$ cat config.mk
export PLATFORM = sky130hd
export DESIGN_NAME = damage_sched
export DESIGN_NICKNAME = d
export VERILOG_FILES = /design/src/rtl/damage_sched_pkg.sv /design/src/rtl/damage_sched_sat_sub.sv /design/src/rtl/damage_sched.sv
export SDC_FILE = /design/constraint.sdc
export NUM_CORES = 1
export LEC_CHECK = 0
export CAP_MARGIN = 5
export CORE_UTILIZATION = 35
export DETAILED_ROUTE_END_ITERATION = 7
export SLEW_MARGIN = 20
export SYNTH_ARGS = -nofsm -noshare
export SYNTH_HDL_FRONTEND = slang
export SYNTH_HIERARCHICAL = 1
export SYNTH_SLANG_ARGS = --single-unit
$ cat constraint.sdc
create_clock -name clk -period 8.2 [get_ports clk]
set_input_delay 1.64 -clock clk [delete_from_list [all_inputs] [get_ports clk]]
set_output_delay 1.64 -clock clk [all_outputs]
set_load 0.005 [all_outputs]
$ cat src/rtl/damage_sched_pkg.sv
// Shared definitions for the damage-phase sequencer: one-hot state codes,
// army side encodings and default widths.
package damage_sched_pkg;

  localparam int NUM_UNITS_DEF = 8;
  localparam int IDX_W_DEF     = 3;
  localparam int HP_W_DEF      = 8;
  localparam int DMG_W_DEF     = 8;

  typedef logic [5:0] state_t;

  localparam state_t S_IDLE  = 6'b000001;
  localparam state_t S_SCAN  = 6'b000010;
  localparam state_t S_REQ   = 6'b000100;
  localparam state_t S_APPLY = 6'b001000;
  localparam state_t S_NEXT  = 6'b010000;
  localparam state_t S_DONE  = 6'b100000;

  localparam logic SIDE_L = 1'b0;
  localparam logic SIDE_R = 1'b1;

endpackage

$ cat src/rtl/damage_sched_sat_sub.sv
// Saturating HP subtract with a flag for a result that reached zero.
module sat_sub_hp #(
  parameter int HP_W  = 8,
  parameter int DMG_W = 8
) (
  input  logic [HP_W-1:0]  hp,
  input  logic [DMG_W-1:0] dmg,
  output logic [HP_W-1:0]  res,
  output logic             zero
);

  function automatic logic [HP_W-1:0] sat_sub(input logic [HP_W-1:0] a,
                                              input logic [HP_W-1:0] b);
    return (a > b) ? a - b : '0;
  endfunction

  always_comb begin
    res  = sat_sub(hp, HP_W'(dmg));
    zero = (res == '0);
  end

endmodule

$ cat src/rtl/damage_sched.sv
// Walks every unit of both armies, requests damage for each live unit from
// the shared calculator, writes back floored HP and counts kills.
module damage_sched
  import damage_sched_pkg::*;
#(
  parameter int NUM_UNITS = NUM_UNITS_DEF,
  parameter int IDX_W     = IDX_W_DEF,
  parameter int HP_W      = HP_W_DEF,
  parameter int DMG_W     = DMG_W_DEF
) (
  input  logic             clk,
  input  logic             reset_n,
  input  logic             start,
  output logic             done,
  input  logic             ack,
  output logic             calc_req,
  output logic             calc_side,
  output logic [IDX_W-1:0] calc_idx,
  input  logic             calc_ack,
  input  logic [DMG_W-1:0] calc_dmg,
  output logic             hp_rd_side,
  output logic [IDX_W-1:0] hp_rd_idx,
  input  logic [HP_W-1:0]  hp_rd_data,
  output logic             hp_we,
  output logic             hp_wr_side,
  output logic [IDX_W-1:0] hp_wr_idx,
  output logic [HP_W-1:0]  hp_wr_data,
  output logic [IDX_W+1:0] kills,
  output logic             busy
);

  state_t             state;
  state_t             state_nx;
  logic               cur_side;
  logic [IDX_W-1:0]   cur_idx;
  logic [HP_W-1:0]    hp_q;
  logic [DMG_W-1:0]   dmg_q;
  logic [IDX_W+1:0]   kills_q;
  logic [HP_W-1:0]    sub_res;
  logic               sub_zero;
  logic               last_slot;

  assign last_slot = (cur_side == SIDE_R) && (cur_idx == IDX_W'(NUM_UNITS - 1));

  sat_sub_hp #(
    .HP_W  (HP_W),
    .DMG_W (DMG_W)
  ) u_sat_sub (
    .hp   (hp_q),
    .dmg  (dmg_q),
    .res  (sub_res),
    .zero (sub_zero)
  );

  always_ff @(posedge clk or negedge reset_n) begin
    if (!reset_n) state <= S_IDLE;
    else          state <= state_nx;
  end

  always_comb begin
    state_nx = state;
    case (state)
      S_IDLE:  if (start) state_nx = S_SCAN;
      S_SCAN:  state_nx = (hp_rd_data == '0) ? S_NEXT : S_REQ;
      S_REQ:   if (calc_ack) state_nx = S_APPLY;
      S_APPLY: state_nx = S_NEXT;
      S_NEXT:  state_nx = last_slot ? S_DONE : S_SCAN;
      S_DONE:  if (ack) state_nx = S_IDLE;
      default: state_nx = S_IDLE;
    endcase
  end

  // Cursor, latched operands and kill counter advance alongside the FSM.
  always_ff @(posedge clk or negedge reset_n) begin
    if (!reset_n) begin
      cur_side <= SIDE_L;
      cur_idx  <= '0;
      hp_q     <= '0;
      dmg_q    <= '0;
      kills_q  <= '0;
    end else begin
      case (state)
        S_IDLE: if (start) begin
          cur_side <= SIDE_L;
          cur_idx  <= '0;
          kills_q  <= '0;
        end
        S_SCAN:  if (hp_rd_data != '0) hp_q <= hp_rd_data;
        S_REQ:   if (calc_ack) dmg_q <= calc_dmg;
        S_APPLY: if (sub_zero) kills_q <= kills_q + (IDX_W+2)'(1);
        S_NEXT: if (!last_slot) begin
          if (cur_idx == IDX_W'(NUM_UNITS - 1)) cur_side <= SIDE_R;
          cur_idx <= cur_idx + IDX_W'(1);
        end
        default: ;
      endcase
    end
  end

  always_comb begin
    done       = (state == S_DONE);
    busy       = (state != S_IDLE) && (state != S_DONE);
    calc_req   = (state == S_REQ);
    hp_we      = (state == S_APPLY);
    hp_wr_data = hp_we ? sub_res : '0;
  end

  assign calc_side  = cur_side;
  assign calc_idx   = cur_idx;
  assign hp_rd_side = cur_side;
  assign hp_rd_idx  = cur_idx;
  assign hp_wr_side = cur_side;
  assign hp_wr_idx  = cur_idx;
  assign kills      = kills_q;

endmodule

==> metrics.md <==
| Metric | Value |
|---|---|
| Initial antenna violation count | `0` |
| CTS resizes | `0` |
| Vias | `about 1600` |
| HP Class | `flip-flop to flip-flop` |
| Ys async rst share | `100%` |
| Placed insts | `about 310` |
| Net Sw Frac | `a little over two fifths` |
| Setup Buffers After CTS | `0` |
| CTS sink count | `31` |
| Yosys top cell area share | `a little over a third` |
| Critical path arrival | `around 2.7 ns` |
| Power, Total | `0.978 mW` |
| Setup TNS | `0 ns` |
| Worst Clk Skew | `a little under 0.009 ns` |
| DRT antenna net count | `0` |
| Launch point of the worst path | `hp_q[0]$_DFFE_PN0P_` |
| Synth top area cells | `dfrtp_1 37%, mux2_2 8.2%, ha_1 6.7%` |
| Worst endpoint required time | `around 6.6 ns` |
| Port Buffer Count | `slightly below 50` |
| H-tree levels | `2` |
| Yosys cell types | `51` |
| Fmax | `~230 MHz` |
| Largest net degree at the start of global routing | `32` |
| Seq cells post-synth | `31` |
| Post-Syn Area per Cell | `just over 10 sq um` |
| Mapped Area | `about 2100 sq um` |
| EDFF count, synth | `0` |
| DR vias/cell | `approximately 4.9` |
| First-pass GRT wire length | `approximately 7000 um` |
| VDD IR max | `~170 uV` |
| Final period utilization | `a little over half` |
| Routability Congestion | `0.764` |
| Pleak | `1.15 nW` |
| Power share of the sequential group | `approximately a quarter` |
| WL final | `4200 um` |
| CTS root buffer | `clkbuf_8` |
| RSZ-0062 raised after global routing | `false` |
| R2r startpoint | `hp_q[0]$_DFFE_PN0P_` |
| Die Area | `roughly 6200 sq um` |
| Worst skew pair latency | `just under 0.3 ns` |
| Chip width | `approximately 79 um` |
| Crit Path Class | `flip-flop to output pin` |
| Fin cells | `between 300 and 400` |
| Layout cells sized above 1 | `around 17%` |
| DP Wirelength | `3230 um` |
| Comb power frac | `about 60%` |
| Status | `finished clean` |
| Die span in y | `78.6 um` |
| CP Capture Type | `output pin` |
| Int Pwr | `approximately 0.57 mW` |
| Starting Density | `a little under two fifths` |
| Core Region | `5570 sq um` |
| Worst hold slack | `0.506 ns` |
| Row Count | `27` |
| DR iter-0 viols | `69` |
| Antenna Cells | `0` |
| Clock Path Buffers | `2` |
| Sequential element share of the synthesized area | `37.8%` |
| Endpoints failing hold | `0` |
| Power Dens Cells | `~360 nW/um^2` |
| Clock transition at path regs | `0.07 ns` |
| Area grow syn2layout | `30.7%` |
| Synth warn | `6` |
| Nets | `280` |
| # hold bufs at CTS | `0` |
| Grt total ovfl | `0` |
| I/O pins | `50` |
| Total CTS buffers | `5` |
| CP max FO | `8` |
| Syn Nets | `between 200 and 250` |
| Post-Synthesis Cells | `200` |
| Max transition margin | `around 55%` |
| Max_cap viols | `0` |
| Startpoint Class | `flip-flop` |
| Fin crit period | `4.34 ns` |
| Primary FF master, synth | `dfrtp_1` |
| Setup violators final | `0` |
| Drt drc | `0` |
| Hold wc startpoint | `hp_q[3]$_DFFE_PN0P_` |
| Net switching power | `about 0.41 mW` |
| Wire per inst | `approximately 13 um` |
| Post-synth top area cell | `dfrtp_1` |
| CTS tree | `done` |
| Number of global-route vias before repair | `1447` |
| Clock share of power | `~16%` |
| Slew of the pin with the lowest slew margin | `~0.67 ns` |
| First drt pass iteration count | `4` |
| Total GRT Usage | `14.7%` |
| Slew Viols, Final | `0` |
## cell families after synthesis
group                      share of synthesized area (%)
xor gates and xnor gates                            2.13
buffers and inverters                               7.37
AOI/OAI and AO/OA                                   15.6
adders and majority gates                           7.68
DFF                                                 37.8
muxes                                               9.20
and+or+nand+nor                                     20.2
## layout make-up
type | instances | area, sq um
Clock buffer | 6 | 82.6
Clock inverter | 2 | 35.0
Fill cell | 555 | 2890
Inverter | 20 | 75.1
Multi-Input combinational cell | 139 | 1120
Sequential cell | 31 | 777
Tap cell | 72 | 90.1
Timing Repair Buffer | 50 | 498
## power by group through the flow
| stage | Clock (mW) | Combinational [mW] | Sequential (mW) |
|---|---|---|---|
| floorplan | 0 | 0.477 | 0.229 |
| global placement | 0 | 0.583 | 0.236 |
| detailed placement | 0 | 0.586 | 0.239 |
| CTS | 0.160 | 0.589 | 0.236 |
| global route | 0.167 | 0.648 | 0.243 |
| finish | 0.158 | 0.585 | 0.236 |
## synth_stat cells, types with 2 or more instances
cell type,instances
xor2_1,2
and2_1,9
nand4_1,4
nor4_1,4
or4_4,2
ha_1,11
buf_4,8
a22o_1,9
nand2_1,9
a211oi_1,2
o21ai_0,7
or2_2,3
a21oi_1,4
a21oi_2,2
dfrtp_1,30
nand3_1,2
mux2i_1,2
nor2_1,14
inv_1,20
nor3b_4,3
nand2_4,2
nor3_1,5
o2bb2ai_1,2
mux2_2,15
xnor2_1,3
## registers in the layout, indices dropped and copies added (netlist names)
register / cells
calc_side: 1
kills: 5
calc_idx: 3
dmg_q: 8
state: 6
hp_q: 8
## through the flow
step                utilization (%)  area [sq um]  worst slack (ns)
global placement               46.0          2560              4.21
finish                         48.1          2680              3.86
detailed placement             46.0          2560              4.17
floorplan                         -          2050              4.71
global route                   48.1          2680              3.75
CTS                            48.1          2680              3.86
## final timing paths
| path | end | slack (ns) | cells after the start |
|---|---|---|---|
| setup / recovery | hp_wr_data[5] | 3.86 | 11 |
| hold / removal | hp_q[3]$_DFFE_PN0P_ | 0.51 | 1 |
| setup reg to reg | kills[4]$_DFFE_PN0P_ | 5.41 | 13 |
| hold reg to reg | hp_q[3]$_DFFE_PN0P_ | 0.51 | 1 |
| max in group asynchronous | state[0]$_DFFE_PN1P_ | 6.14 | 2 |
| min in group asynchronous | kills[2]$_DFFE_PN0P_ | 1.74 | 2 |
## per-layer routing
layer	wire, um	track usage, %	vias to the layer above
li1	-	-	800
met1	2180	20.4	737
met2	1760	20.6	35
met3	177	4.19	6
met4	85	7.04	0
met5	0	0	-
## cell usage in the layout, fill, tap and decap left out, drive strengths merged, types with 2 or more instances in the layout
cell	netlist	final
xor2	2	2
a21boi	2	2
nor3b	4	4
nand3b	2	2
a21oi	6	6
nand2	11	11
xnor2	3	3
a211oi	2	2
or4	2	2
nor3	5	5
nor2	14	14
clkdlybuf4s50	0	49
nand4	4	4
a22o	9	9
inv	20	20
ha	11	11
o2bb2ai	2	2
or2	3	3
dfrtp	30	30
nor4	4	4
nand3	2	2
o22ai	2	2
mux2i	2	2
o21ai	7	7
mux2	15	15
and2	9	9
clkbuf	0	6
## critical path: stages (launching register included)
cell and delay, ns:
dfrtp_1 0.38, inv_1 0.06, ha_1 0.15, inv_1 0.05
fa_1 0.39, nand3_1 0.13, a21oi_1 0.08, o31a_1 0.29
o22ai_4 0.25, nor2_1 0.08, and2_1 0.14, clkdlybuf4s50_1 0.43
Power figures use the tool's default switching activity.
